**config.mk**
```make
export PLATFORM = sky130hd
export DESIGN_NAME = hazard_ctrl
export DESIGN_NICKNAME = d
export VERILOG_FILES = /design/src/rtl/hazard_ctrl.sv
export SDC_FILE = /design/constraint.sdc
export NUM_CORES = 1
export LEC_CHECK = 0
export BUFFER_PORTS_ARGS = -buffer_cell sky130_fd_sc_hd__buf_2
export CAP_MARGIN = 40
export CELL_PAD_IN_SITES_DETAIL_PLACEMENT = 2
export CELL_PAD_IN_SITES_GLOBAL_PLACEMENT = 2
export CORE_MARGIN = 5
export CORE_UTILIZATION = 15
export CTS_CLUSTER_DIAMETER = 60
export DETAILED_ROUTE_END_ITERATION = 7
export GPL_ROUTABILITY_DRIVEN = 1
export PLACE_DENSITY_LB_ADDON = 0.1
export SLEW_MARGIN = 20
export SYNTH_ARGS = -nofsm -noshare
export SYNTH_HDL_FRONTEND = slang
export SYNTH_SLANG_ARGS = --single-unit
export TNS_END_PERCENT = 30
```
**constraint.sdc**
```tcl
create_clock -name clk_i -period 1.6 [get_ports clk_i]
set_input_delay 0 -clock clk_i [delete_from_list [all_inputs] [get_ports clk_i]]
set_output_delay 0 -clock clk_i [all_outputs]
set_load 0.01 [all_outputs]
```
**src/rtl/hazard_ctrl.sv**
```systemverilog
// Pipeline hazard, forwarding and halt-drain controller for the 5-stage MIPS32 core.
// Optional macro HAZARD_FWD_EN enables EX-stage forwarding and limits stalls to load-use.
module hazard_ctrl #(
    parameter int DRAIN_CYCLES = 3
) (
    input  logic        clk_i,
    input  logic        rst_i,
    input  logic [31:0] if_id_ir_i,
    input  logic [31:0] id_ex_ir_i,
    input  logic [2:0]  id_ex_type_i,
    input  logic [31:0] ex_mem_ir_i,
    input  logic [2:0]  ex_mem_type_i,
    input  logic [31:0] mem_wb_ir_i,
    input  logic [2:0]  mem_wb_type_i,
    input  logic        ex_mem_br_taken_i,
    output logic        stall_o,
    output logic        flush_o,
    output logic        pc_en_o,
    output logic        halted_o,
    output logic [1:0]  fwd_a_o,
    output logic [1:0]  fwd_b_o
);
    localparam logic [2:0] TYPE_RR     = 3'b000;
    localparam logic [2:0] TYPE_RM     = 3'b001;
    localparam logic [2:0] TYPE_LOAD   = 3'b010;
    localparam logic [2:0] TYPE_STORE  = 3'b011;
    localparam logic [2:0] TYPE_BRANCH = 3'b100;
    localparam logic [2:0] TYPE_HALT   = 3'b101;
    localparam int CNT_W = $clog2(DRAIN_CYCLES + 1);

    typedef enum logic [1:0] {RUN, DRAIN, HALTED_S} state_e;

    state_e           state_q, state_d;
    logic [CNT_W-1:0] cnt_q, cnt_d;
    logic             halted_q;

    logic [2:0] ifType;
    logic [4:0] ifRs, ifRt, idExRs, idExRt;
    logic [4:0] idExDst, exMemDst, memWbDst;
    logic       ifIsHalt, rawHazard;
    logic [1:0] fwdA, fwdB;
    logic       unusedInputs;

    function automatic logic [4:0] dstOf(input logic [31:0] ir, input logic [2:0] typ);
        case (typ)
            TYPE_RR:              dstOf = ir[15:11];
            TYPE_RM, TYPE_LOAD:   dstOf = ir[20:16];
            default:              dstOf = 5'd0;
        endcase
    endfunction

    function automatic logic usesRs(input logic [2:0] typ);
        return (typ == TYPE_RR) || (typ == TYPE_RM) || (typ == TYPE_LOAD) ||
               (typ == TYPE_STORE) || (typ == TYPE_BRANCH);
    endfunction

    function automatic logic usesRt(input logic [2:0] typ);
        return (typ == TYPE_RR) || (typ == TYPE_STORE);
    endfunction

    // IF/ID carries no type field, so its class is recovered from the opcode.
    function automatic logic [2:0] decodeType(input logic [5:0] op);
        if (op == 6'b000000)          return TYPE_RR;
        else if (op[5:3] == 3'b001)   return TYPE_RM;
        else if (op == 6'b100011)     return TYPE_LOAD;
        else if (op == 6'b101011)     return TYPE_STORE;
        else if (op[5:1] == 5'b00010) return TYPE_BRANCH;
        else                          return TYPE_HALT;
    endfunction

    function automatic logic readsDst(input logic [4:0] dst, input logic [4:0] rs,
                                      input logic [4:0] rt);
        return (dst != 5'd0) && ((dst == rs) || (dst == rt));
    endfunction

    always_comb begin
        ifType   = decodeType(if_id_ir_i[31:26]);
        ifIsHalt = (if_id_ir_i[31:26] == 6'b111111);
        ifRs     = usesRs(ifType) ? if_id_ir_i[25:21] : 5'd0;
        ifRt     = usesRt(ifType) ? if_id_ir_i[20:16] : 5'd0;
        idExRs   = usesRs(id_ex_type_i) ? id_ex_ir_i[25:21] : 5'd0;
        idExRt   = usesRt(id_ex_type_i) ? id_ex_ir_i[20:16] : 5'd0;
        idExDst  = dstOf(id_ex_ir_i, id_ex_type_i);
        exMemDst = dstOf(ex_mem_ir_i, ex_mem_type_i);
        memWbDst = dstOf(mem_wb_ir_i, mem_wb_type_i);
    end

`ifdef HAZARD_FWD_EN
    logic [4:0] lastDst_q;
    logic [4:0] exMemFwdDst;

    // Covers a WB write landing on the same edge that ID read the register file.
    always_ff @(posedge clk_i) begin
        if (rst_i) lastDst_q <= 5'd0;
        else       lastDst_q <= memWbDst;
    end

    function automatic logic [1:0] fwdSel(input logic [4:0] src, input logic [4:0] exMem,
                                          input logic [4:0] memWb, input logic [4:0] last);
        if (src == 5'd0)        return 2'b00;
        else if (src == exMem)  return 2'b01;
        else if (src == memWb)  return 2'b10;
        else if (src == last)   return 2'b11;
        else                    return 2'b00;
    endfunction

    always_comb begin
        exMemFwdDst = ((ex_mem_type_i == TYPE_RR) || (ex_mem_type_i == TYPE_RM)) ? exMemDst : 5'd0;
        fwdA        = fwdSel(idExRs, exMemFwdDst, memWbDst, lastDst_q);
        fwdB        = fwdSel(idExRt, exMemFwdDst, memWbDst, lastDst_q);
        rawHazard   = (id_ex_type_i == TYPE_LOAD) && readsDst(idExDst, ifRs, ifRt);
    end
`else
    always_comb begin
        fwdA      = 2'b00;
        fwdB      = 2'b00;
        rawHazard = readsDst(idExDst, ifRs, ifRt) || readsDst(exMemDst, ifRs, ifRt) ||
                    readsDst(memWbDst, ifRs, ifRt);
    end
`endif

    assign unusedInputs = ^{if_id_ir_i, id_ex_ir_i, ex_mem_ir_i, mem_wb_ir_i, idExRs, idExRt};

    always_ff @(posedge clk_i) begin
        if (rst_i) begin
            state_q  <= RUN;
            cnt_q    <= '0;
            halted_q <= 1'b0;
        end else begin
            state_q  <= state_d;
            cnt_q    <= cnt_d;
            halted_q <= (state_d == HALTED_S);
        end
    end

    always_comb begin
        state_d = state_q;
        cnt_d   = cnt_q;
        case (state_q)
            RUN: begin
                if (!ex_mem_br_taken_i && ifIsHalt) begin
                    state_d = DRAIN;
                    cnt_d   = CNT_W'(DRAIN_CYCLES);
                end
            end
            DRAIN: begin
                if (ex_mem_br_taken_i) begin
                    state_d = RUN;
                    cnt_d   = '0;
                end else begin
                    cnt_d = cnt_q - 1'b1;
                    if (cnt_q == CNT_W'(1)) state_d = HALTED_S;
                end
            end
            HALTED_S: state_d = HALTED_S;
            default: begin
                state_d = RUN;
                cnt_d   = '0;
            end
        endcase
    end

    // A taken branch always wins over stalls and a pending halt.
    always_comb begin
        stall_o  = 1'b0;
        flush_o  = 1'b0;
        pc_en_o  = 1'b0;
        halted_o = 1'b0;
        fwd_a_o  = 2'b00;
        fwd_b_o  = 2'b00;
        if (rst_i) begin
            flush_o = 1'b1;
        end else begin
            halted_o = halted_q;
            fwd_a_o  = fwdA;
            fwd_b_o  = fwdB;
            case (state_q)
                RUN: begin
                    flush_o = ex_mem_br_taken_i;
                    if (ex_mem_br_taken_i || ifIsHalt) begin
                        pc_en_o = 1'b1;
                    end else begin
                        stall_o = rawHazard;
                        pc_en_o = !rawHazard;
                    end
                end
                DRAIN: begin
                    flush_o = ex_mem_br_taken_i;
                    stall_o = !ex_mem_br_taken_i;
                    pc_en_o = ex_mem_br_taken_i;
                end
                HALTED_S: stall_o = 1'b1;
                default: ;
            endcase
        end
    end
endmodule
```
# ---- After elaboration in Yosys (flattened, before gate mapping)
# Index checks and enable logic that the tools add are counted.
dict set report op_classes {
  add_sub_neg 1
  eq_ne 26
  muxes 26
  bitwise 1
  n_reduce_logical 31
}
# cell n
set ops {}
lappend ops {{$eq A5 B5 Y1} 6}
lappend ops {{$pmux W5 S2} 3}
lappend ops {{$eq A6 B6 Y1 const B} 3}
lappend ops {{$eq A3 B1 Y1 const B} 5}
lappend ops {{$eq A3 B2 Y1 const B} 5}
lappend ops {{$reduce_bool A5 Y1} 3}
lappend ops {{$logic_not A3 Y1} 4}
lappend ops {{$mux W3} 4}
lappend ops {{$pmux W2 S3} 2}
lappend ops {{$logic_or A1 B1 Y1} 11}
lappend ops {{$mux W2} 5}
lappend ops {{$mux W5} 2}
lappend ops {{$mux W1} 8}
lappend ops {{$reduce_or A2 Y1} 4}
lappend ops {{$logic_not A6 Y1} 1}
lappend ops {{$eq A5 B2 Y1 const B} 1}
lappend ops {{$eq A2 B1 Y1 const B} 2}
lappend ops {{$eq A2 B2 Y1 const B} 2}
lappend ops {{$logic_and A1 B1 Y1} 4}
lappend ops {{$eq A3 B3 Y1 const B} 1}
lappend ops {{$pmux W1 S3} 1}
lappend ops {{$logic_not A1 Y1} 2}
lappend ops {{$logic_not A2 Y1} 1}
lappend ops {{$ne A2 B2 Y1 const B} 1}
lappend ops {{4 further kinds} 4}
dict set report totals {
  register_bits 5
  input_bits 140
  output_inout_bits 8
  wordCells 88
}

# ---- Depth between registers and ports, before layout
# Gate-level depths: netlist (run 1).
dict set report depth {
  word_depth 21
  depth_mapped 10
  ltp_nobuf 8
}

# ---- Worst setup path before layout (run 1)
# No wires, ideal clock.
dict set report synth_timing {
  path_type {input-to-output}
  startpoint {input mem_wb_type_i[0]}
  endpoint {output pc_en_o}
  t_arrival_ps 1776
  required_time_ps 1600
  setup_slack_ps -176
  stages 9
  n_path_buf 1
  path_cell_list {buf_6 -> mux2_4 -> a32oi_4 -> nor2b_4 -> a311o_2 -> a211o_2 -> o31ai_1 -> a2111o_1 -> o22ai_1}
}
dict set report synth_between {
  elab_chain_len 11
  word_cells_on_any_way 15
  classes_between {4 x eq/ne; 4 x mux; 7 x reduce/logical}
}
# element line_no
set synth_rtl {}
lappend synth_rtl {{from (decl)} 14} ;# input logic [2:0] mem_wb_type_i,
lappend synth_rtl {{$eq A3 B1 Y1 or $eq A3 B2 Y1 (tied branches)} 45} ;# case (typ)
lappend synth_rtl {{$reduce_or A2 Y1} 45}
lappend synth_rtl {{$pmux W5 S2 (*)} 45}
lappend synth_rtl {{$eq A5 B5 Y1} 73} ;# return (dst != 5'd0) && ((dst == rs) || (dst == rt));
lappend synth_rtl {{$logic_or A1 B1 Y1} 73}
lappend synth_rtl {{$logic_and A1 B1 Y1 (*)} 73}
lappend synth_rtl {{$logic_or A1 B1 Y1 (*)} 117} ;# rawHazard = readsDst(idExDst, ifRs, ifRt) || readsDst(exMemDst, ifRs, ifRt) ||
lappend synth_rtl {{$logic_not A1 Y1 (*)} 184} ;# pc_en_o = !rawHazard;
lappend synth_rtl {{$mux W1 (*)} 180} ;# if (ex_mem_br_taken_i || ifIsHalt) begin
lappend synth_rtl {{$pmux W1 S2 (*)} 177} ;# case (state_q)
lappend synth_rtl {{$mux W1 (*)} 171} ;# if (rst_i) begin
lappend synth_rtl {{to (decl)} 18} ;# output logic pc_en_o,
# Every way passes the cells marked *; elsewhere a longest branch is shown, timed or not.

# ---- Final worst setup path (run 1)
dict set report layout_timing {
  startpoint {input if_id_ir_i[26]}
  endpoint {output stall_o}
}
dict set report layout_between {
  elab_chain_len 19
  word_cells_on_any_way 38
  classes_between {13 x eq/ne; 9 x mux; 16 x reduce/logical}
}
# element line_no
set layout_rtl {}
lappend layout_rtl {{from (decl)} 8} ;# input logic [31:0] if_id_ir_i,
lappend layout_rtl {{$eq A6 B6 Y1} 66} ;# else if (op == 6'b101011) return TYPE_STORE;
lappend layout_rtl {{$mux W3} 66}
lappend layout_rtl {{$mux W3} 65} ;# else if (op == 6'b100011) return TYPE_LOAD;
lappend layout_rtl {{$mux W3} 64} ;# else if (op[5:3] == 3'b001) return TYPE_RM;
lappend layout_rtl {{$mux W3} 63} ;# if (op == 6'b000000) return TYPE_RR;
lappend layout_rtl {{$eq A3 B1 Y1 or $logic_not A3 Y1 (tied branches)} {53, 58}}
lappend layout_rtl {{$logic_or A1 B1 Y1 (3 in a row)} 53} ;# return (typ == TYPE_RR) || (typ == TYPE_RM) || (typ == TYPE_LOAD) ||
lappend layout_rtl {{$logic_or A1 B1 Y1} 54} ;# (typ == TYPE_STORE) || (typ == TYPE_BRANCH);
lappend layout_rtl {{$mux W5} 79} ;# ifRs = usesRs(ifType) ? if_id_ir_i[25:21] : 5'd0;
lappend layout_rtl {{$eq A5 B5 Y1} 73}
lappend layout_rtl {{$logic_or A1 B1 Y1} 73}
lappend layout_rtl {{$logic_and A1 B1 Y1} 73}
lappend layout_rtl {{$logic_or A1 B1 Y1 (2 in a row)} 117}
lappend layout_rtl {{$mux W1 (*)} 180}
lappend layout_rtl {{$pmux W1 S3 (*)} 177}
lappend layout_rtl {{$mux W1 (*)} 171}
lappend layout_rtl {{to (decl)} 16} ;# output logic stall_o,
# Marked as above.

==> impl_metrics.json, run 1 <==
{
  "grtUsageTotal_pct": 10.6,
  "layout.cells.non_filler": 462,
  "place_area_um2": 2450,
  "p_per_area_nw_per_um2": 382,
  "crit_path_cell_trace": "buf_8, nor4_4, o21ai_4, buf_4, o21ai_0, a21oi_1, a41oi_1, nor4b_2, a2111o_1, o21a_1, buf_2",
  "grt_pass1_wl_um": 11100,
  "fmax_ghz": 0.489,
  "min_period_over_period_pct": 128,
  "r2r_slack_ns": 0.48,
  "grt_pass1_vias": 2289,
  "clk_path_buf_depth": 2,
  "rsz0062_at_grt": "yes",
  "viasPerCell": 4.42,
  "crit_end": "stall_o",
  "finalPower_mw": 1.00,
  "drv_cap": 0,
  "dp_hpwl_um": 5960,
  "async_flop_share_pct": 0,
  "drt_iter0_drc": 29,
  "crit_required_ns": 1.60,
  "die_w_um": 112,
  "htreeDepth": 1,
  "port_buffers": 61,
  "status": "complete, but fails checks",
  "wirelength_um": 6950,
  "place.gp.congestion": 0.746,
  "cp.arrival_ns": 2.04,
  "grt_max_degree": 16,
  "syn_inst": 216,
  "synth_top_area_cell": "mux2i_1",
  "r2r_end": "cnt_q[0]$_SDFFE_PP0P_",
  "finalCriticalPeriod_ns": 2.04,
  "fin_nets": 468,
  "dp.cells": 456,
  "dr_total_vias": 2044,
  "cts_buffers": 3,
  "design_area_um2": 2630,
  "skew_ns": 0.000896,
  "setup_violations": 2,
  "crit_path_max_fanout": 6,
  "avgRoutedWirePerCell_um": 15.0,
  "ys_ff_latch": 5,
  "fin_ws_ns": -0.444,
  "synth_top_area_share_pct": 8.38,
  "n_antenna_cell": 0,
  "initial_utilization_pct": 15.2,
  "root_buffer": "clkbuf_8",
  "area_delta_synth_final_pct": 69.1,
  "clkSlewWorstSetupHoldPaths_ns": 0.03,
  "slowest_delay_ns": 0.40,
  "violations": "setup timing",
  "cts_num_sinks": 5,
  "crit_start": "if_id_ir_i[26]",
  "clk_latency_ns": 0.21,
  "p_leak_nw": 1.14,
  "rows": 37,
  "synth-edff-count": 0,
  "num_io_pins": 148,
  "fin_util_pct": 25.7,
  "end_kind": "output pin",
  "synth.area.top_cells": "mux2i_1 8.4%, dfxtp_1 6.4%, xnor2_1 5.6%, nor2_1 4.6%, o21ai_0 4.5%",
  "critPathKind": "input port to output pin",
  "start_kind": "input port",
  "regToRegStartpoint": "state_q[1]$_SDFF_PP0_",
  "crit_slowest_cell": "a2111o_1",
  "cts_tree": "done",
  "ys_types": 63,
  "syn_area_per_cell_um2": 7.19,
  "finalHoldViolCount": 0,
  "yosys_warnings": 0,
  "drv_slew": 0,
  "syn-cell-area_um2": 1550,
  "yosysMostFrequentCell": "nor2_1",
  "synth_top_flop_cell": "dfxtp_1",
  "dp_worst_setup_slack_ns": -0.563,
  "globalRoute.totalOverflow": 0,
  "drt-pass1-iter-count": 4,
  "coreArea_um2": 10200,
  "yosysSeqAreaShare_pct": 6.45,
  "rr_worst_depth": 4,
  "netlist_top_cells_count": "19 x nor2_1, 14 x o21ai_0, 13 x mux2i_1",
  "drive_above_1_share_pct": 47.5,
  "hold_path_class": "input port to flip-flop",
  "ant_nets": 0,
  "drc": 0,
  "ir_drop_uv": 320,
  "fp.dieH_um": 112,
  "dieArea_um2": 12500,
  "antenna_found_initial": 0
}
[sequential cells by signal, indices dropped and copies added (netlist names)]
register,flops
cnt_q,2
state_q,2
halted_q,1
[report_power, final]
part | switching [mW] | leakage [nW] | internal [mW]
clock network | 0.0561 | 0.0228 | 0.171
logic | 0.316 | 1.07 | 0.334
registers | 0.000364 | 0.0403 | 0.126
[final cells by class]
cell class | instances | area, um^2
multi-input cells | 186 | 1460
clock buffers | 4 | 45.0
repair buffers | 121 | 811
fillers | 1204 | 7600
inverters | 10 | 41.3
flip-flops and latches | 5 | 100
well taps | 136 | 170
[how the worst min path moves through the flow]
stage,start,endpoint,slack (ns),cells after the start
3_5_place_dp,ex_mem_br_taken_i,state_q[0]$_SDFF_PP0_,0.22,2
5_1_grt,rst_i,halted_q$_SDFF_PP0_,0.09,2
4_1_cts,rst_i,state_q[1]$_SDFF_PP0_,0.07,2
2_1_floorplan,ex_mem_br_taken_i,state_q[0]$_SDFF_PP0_,0.08,1
3_3_place_gp,ex_mem_br_taken_i,state_q[0]$_SDFF_PP0_,0.22,2
6_report,rst_i,state_q[1]$_SDFF_PP0_,0.07,2
[timing repair]
item	CTS	global route
setup buffers	0	1
endpoints found under the hold margin	1	0
setup endpoints to repair	2	2
hold buffers	1	0
pin swaps	1	8
gates resized for setup	9	22
[cell families (layout without fill, tap and decap cells)]
| kind of cell | count (synthesis) | count (layout) | share of synthesized area, % |
|---|---|---|---|
| DFF | 5 | 5 | 6.45 |
| buffers and inverters | 28 | 135 | 8.86 |
| adders and majority gates | 1 | 1 | 0.806 |
| and+or+nand+nor | 79 | 79 | 29.7 |
| muxes | 18 | 18 | 12.2 |
| AOI/OAI and AO/OA | 68 | 68 | 32.7 |
| xor gates and xnor gates | 16 | 16 | 9.02 |
| other | 1 | 4 | 0.242 |
[worst max-delay path, delay by kind of cell]
kind	cells	cell delay [ns]
buffers and inverters	3	0.41
AO/OA/AOI/OAI	6	1.16
AND/OR/NAND/NOR	2	0.47
[metal layers]
layer | vias to the layer above | global-route usage [%] | wire (um)
li1 | 1025 | - | -
met1 | 973 | 13.8 | 3240
met2 | 42 | 19.5 | 3490
met3 | 4 | 0.815 | 147
met4 | 0 | 1.78 | 70
met5 | - | 0 | 0
[layout by cell type, fill, tap and decap left out, types with 4 or more instances in the layout]
| cell | netlist | layout |
|---|---|---|
| nor4_1 | 4 | 4 |
| a21oi_1 | 11 | 11 |
| nand2b_1 | 5 | 4 |
| dfxtp_1 | 5 | 5 |
| xnor2_1 | 10 | 10 |
| nand4_1 | 4 | 4 |
| o21a_1 | 8 | 8 |
| inv_1 | 10 | 9 |
| conb_1 | 1 | 4 |
| nand3b_1 | 7 | 7 |
| nor2_1 | 19 | 17 |
| buf_6 | 1 | 4 |
| o21ai_0 | 14 | 11 |
| nand3_1 | 4 | 4 |
| buf_4 | 5 | 56 |
| nand2_1 | 12 | 12 |
| o21ai_1 | 2 | 5 |
| xor2_1 | 6 | 6 |
| mux2i_1 | 13 | 11 |
| buf_2 | 5 | 57 |
[stage by stage]
step | setup TNS (ns) | hold WS (ns)
6_report | -0.836 | 0.0703
5_1_grt | -1.07 | 0.0870
4_1_cts | -0.894 | 0.0658
3_5_place_dp | -1.11 | 0.223
3_3_place_gp | -1.10 | 0.216
2_1_floorplan | -0.130 | 0.0787
(Power assumes the default switching activity.)
==> run 2: changes to the inputs <==
--- a/config.mk
+++ b/config.mk
@@ -14,7 +14,7 @@
 export CTS_CLUSTER_DIAMETER = 60
 export DETAILED_ROUTE_END_ITERATION = 7
 export GPL_ROUTABILITY_DRIVEN = 1
-export PLACE_DENSITY_LB_ADDON = 0.1
+export PLACE_DENSITY = 0.83
 export SLEW_MARGIN = 20
 export SYNTH_ARGS = -nofsm -noshare
 export SYNTH_HDL_FRONTEND = slang
==> run 2 against run 1 <==
The run still ends with setup timing left. Flip-flop and latch count unchanged. Global-route usage increased by 0.43 points. Via count increased by 0.29%. Fmax increased by 3.1%. Hold slack got worse by 0.0070 ns. Critical path depth decreased by 1. Clock skew increased by 0.0034 ns. Core utilization decreased by 0.53 points. Routed wire length increased by 2.0%. Sequential share of layout area increased by 0.080 points.
==> impl_metrics.json, run 2 (synthesis results as in run 1) <==
{
  "status": "complete, but fails checks",
  "violations": "setup timing",
  "crit_path_max_fanout": 5,
  "clk_latency_ns": 0.23,
  "grtUsageTotal_pct": 11.1,
  "end_kind": "output pin",
  "clkSlewWorstSetupHoldPaths_ns": 0.04,
  "critPathTopFamily": "compound AO/OA/AOI/OAI gates",
  "dieArea_um2": 12500,
  "drive_above_1_share_pct": 47.3,
  "layout.cells.non_filler": 451,
  "antenna_found_initial": 0,
  "grt_pass1_vias": 2346,
  "crit_path_cell_trace": "buf_6, mux2_2, a32oi_4, nand2_1, o211ai_1, o21ai_0, nor4b_2, a2111o_1, o21a_1, buf_6",
  "grt_pass1_wl_um": 11600,
  "die_w_um": 112,
  "rr_worst_depth": 4,
  "viasPerCell": 4.55,
  "holdPathStages": 2,
  "dp.cells": 443,
  "rsz0062_at_grt": "yes",
  "rows": 37,
  "finalCriticalPeriod_ns": 1.98,
  "cp.arrival_ns": 1.98,
  "r2r_slack_ns": 0.38,
  "hold_end": "state_q[1]$_SDFF_PP0_",
  "grt_max_degree": 14,
  "slowest_delay_ns": 0.41,
  "wirelength_um": 7090,
  "finalPower_mw": 1.01,
  "ant_nets": 0,
  "clk_path_buf_depth": 2,
  "hp-start": "rst_i",
  "hold_path_class": "input port to flip-flop",
  "skew_ns": 0.00425,
  "num_io_pins": 148,
  "p_per_area_nw_per_um2": 395,
  "area_delta_synth_final_pct": 65.7,
  "coreArea_um2": 10200,
  "n_antenna_cell": 0,
  "initial_utilization_pct": 15.2,
  "place.gp.congestion": 0.841,
  "p_leak_nw": 1.08,
  "drt-pass1-iter-count": 4,
  "htreeDepth": 1,
  "r2r_end": "cnt_q[0]$_SDFFE_PP0P_",
  "root_buffer": "clkbuf_8",
  "ir_drop_uv": 142,
  "mostFrequentLayoutCells": "55 x buf_2, 46 x buf_4, 16 x nor2_1",
  "crit_slowest_cell": "a2111o_1",
  "fin_ws_ns": -0.382,
  "fmax_ghz": 0.505,
  "regToRegStartpoint": "state_q[1]$_SDFF_PP0_",
  "drt_iter0_drc": 70,
  "cts_tree": "done",
  "globalRoute.totalOverflow": 0,
  "fin_util_pct": 25.1,
  "cts_num_sinks": 5,
  "setup_violations": 2,
  "dp_hpwl_um": 5810,
  "final_common_cell": "buf_2",
  "reg_top3": "cnt_q (2), state_q (2), halted_q (1)",
  "crit_top_cell": "buf_6",
  "crit_required_ns": 1.60,
  "dr_total_vias": 2050,
  "drv_cap": 0,
  "cts_buffers": 3,
  "start_kind": "input port",
  "finalHoldViolCount": 0,
  "critPathBufInv": 2,
  "fillerInstances": 1181,
  "tns_ns": -0.718,
  "min_period_over_period_pct": 124,
  "fp.dieH_um": 112,
  "fin_nets": 457,
  "port_buffers": 61,
  "drv_slew": 0,
  "holdWs_ns": 0.0633,
  "drc": 0,
  "avgRoutedWirePerCell_um": 15.7,
  "critPathKind": "input port to output pin"
}
-- run 2: cell count changes in the layout (fill, tap and decap cells not counted), moves of 2 or more --
| cell | change |
|---|---|
| nor2_4 | +2 |
| a211oi_2 | -2 |
| a21oi_2 | +2 |
| a211oi_1 | +2 |
| a2bb2oi_2 | +2 |
| a2bb2oi_1 | -2 |
| buf_4 | -10 |
| buf_2 | -2 |
| a21oi_1 | -2 |
| buf_6 | +2 |
-- run 2: cell type report --
type	instances	area [um^2]	share of cell area (%)
Sequential cell	5	100	3.89
Multi-Input combinational cell	186	1490	57.8
Tap cell	136	170	6.61
Inverter	10	41.3	1.61
Timing Repair Buffer	110	728	28.3
Clock buffer	4	45.0	1.75
-- run 2: power breakdown --
| part | internal (mW) | switching [mW] |
|---|---|---|
| Combinational | 0.325 | 0.322 |
| Sequential | 0.126 | 0.000340 |
| Clock | 0.172 | 0.0703 |
-- run 2: worst register-to-register path, delay by kind of cell (launching register included) --
family	cells	cell delay, ns
AND/OR/NAND/NOR	2	0.36
flip-flops	1	0.35
AO/OA/AOI/OAI	1	0.15
multiplexers	1	0.29
-- run 2: worst max path at each step --
| stage | startpoint | slack, ns | cells after the start | to |
|---|---|---|---|---|
| 6_report | mem_wb_type_i[0] | -0.38 | 10 | stall_o |
| 3_5_place_dp | if_id_ir_i[26] | -0.57 | 10 | stall_o |
| 5_1_grt | if_id_ir_i[27] | -0.50 | 10 | stall_o |
| 2_1_floorplan | id_ex_type_i[0] | -0.09 | 9 | stall_o |
| 4_1_cts | if_id_ir_i[31] | -0.42 | 10 | stall_o |
| 3_3_place_gp | if_id_ir_i[26] | -0.47 | 10 | stall_o |
-- run 2: timing repair --
item                                   4_1_cts  5_1_grt
hold buffers                                 1        0
resized for setup                           23       20
pin swaps                                    9       12
endpoints found under the hold margin        1        0
buffers inserted                             3        0
setup endpoints to repair                    2        2
gates cloned                                 0        0
-- run 2: routing by layer --
layer  global-route usage (%)  up-vias  share of wire (%)
li1                         -      997                  -
met5                        0        -                  0
met3                     1.63        8                4.5
met1                     13.2      992                 43
met4                     1.78        0                1.0
met2                     21.1       53                 51
-- run 2: stage by stage --
| stage | instance area (um^2) | setup WS (ns) |
|---|---|---|
| 6_report | 2570 | -0.382 |
| 5_1_grt | 2570 | -0.503 |
| 4_1_cts | 2510 | -0.423 |
| 3_5_place_dp | 2340 | -0.567 |
| 3_3_place_gp | 2340 | -0.475 |
| 2_1_floorplan | 1650 | -0.0941 |
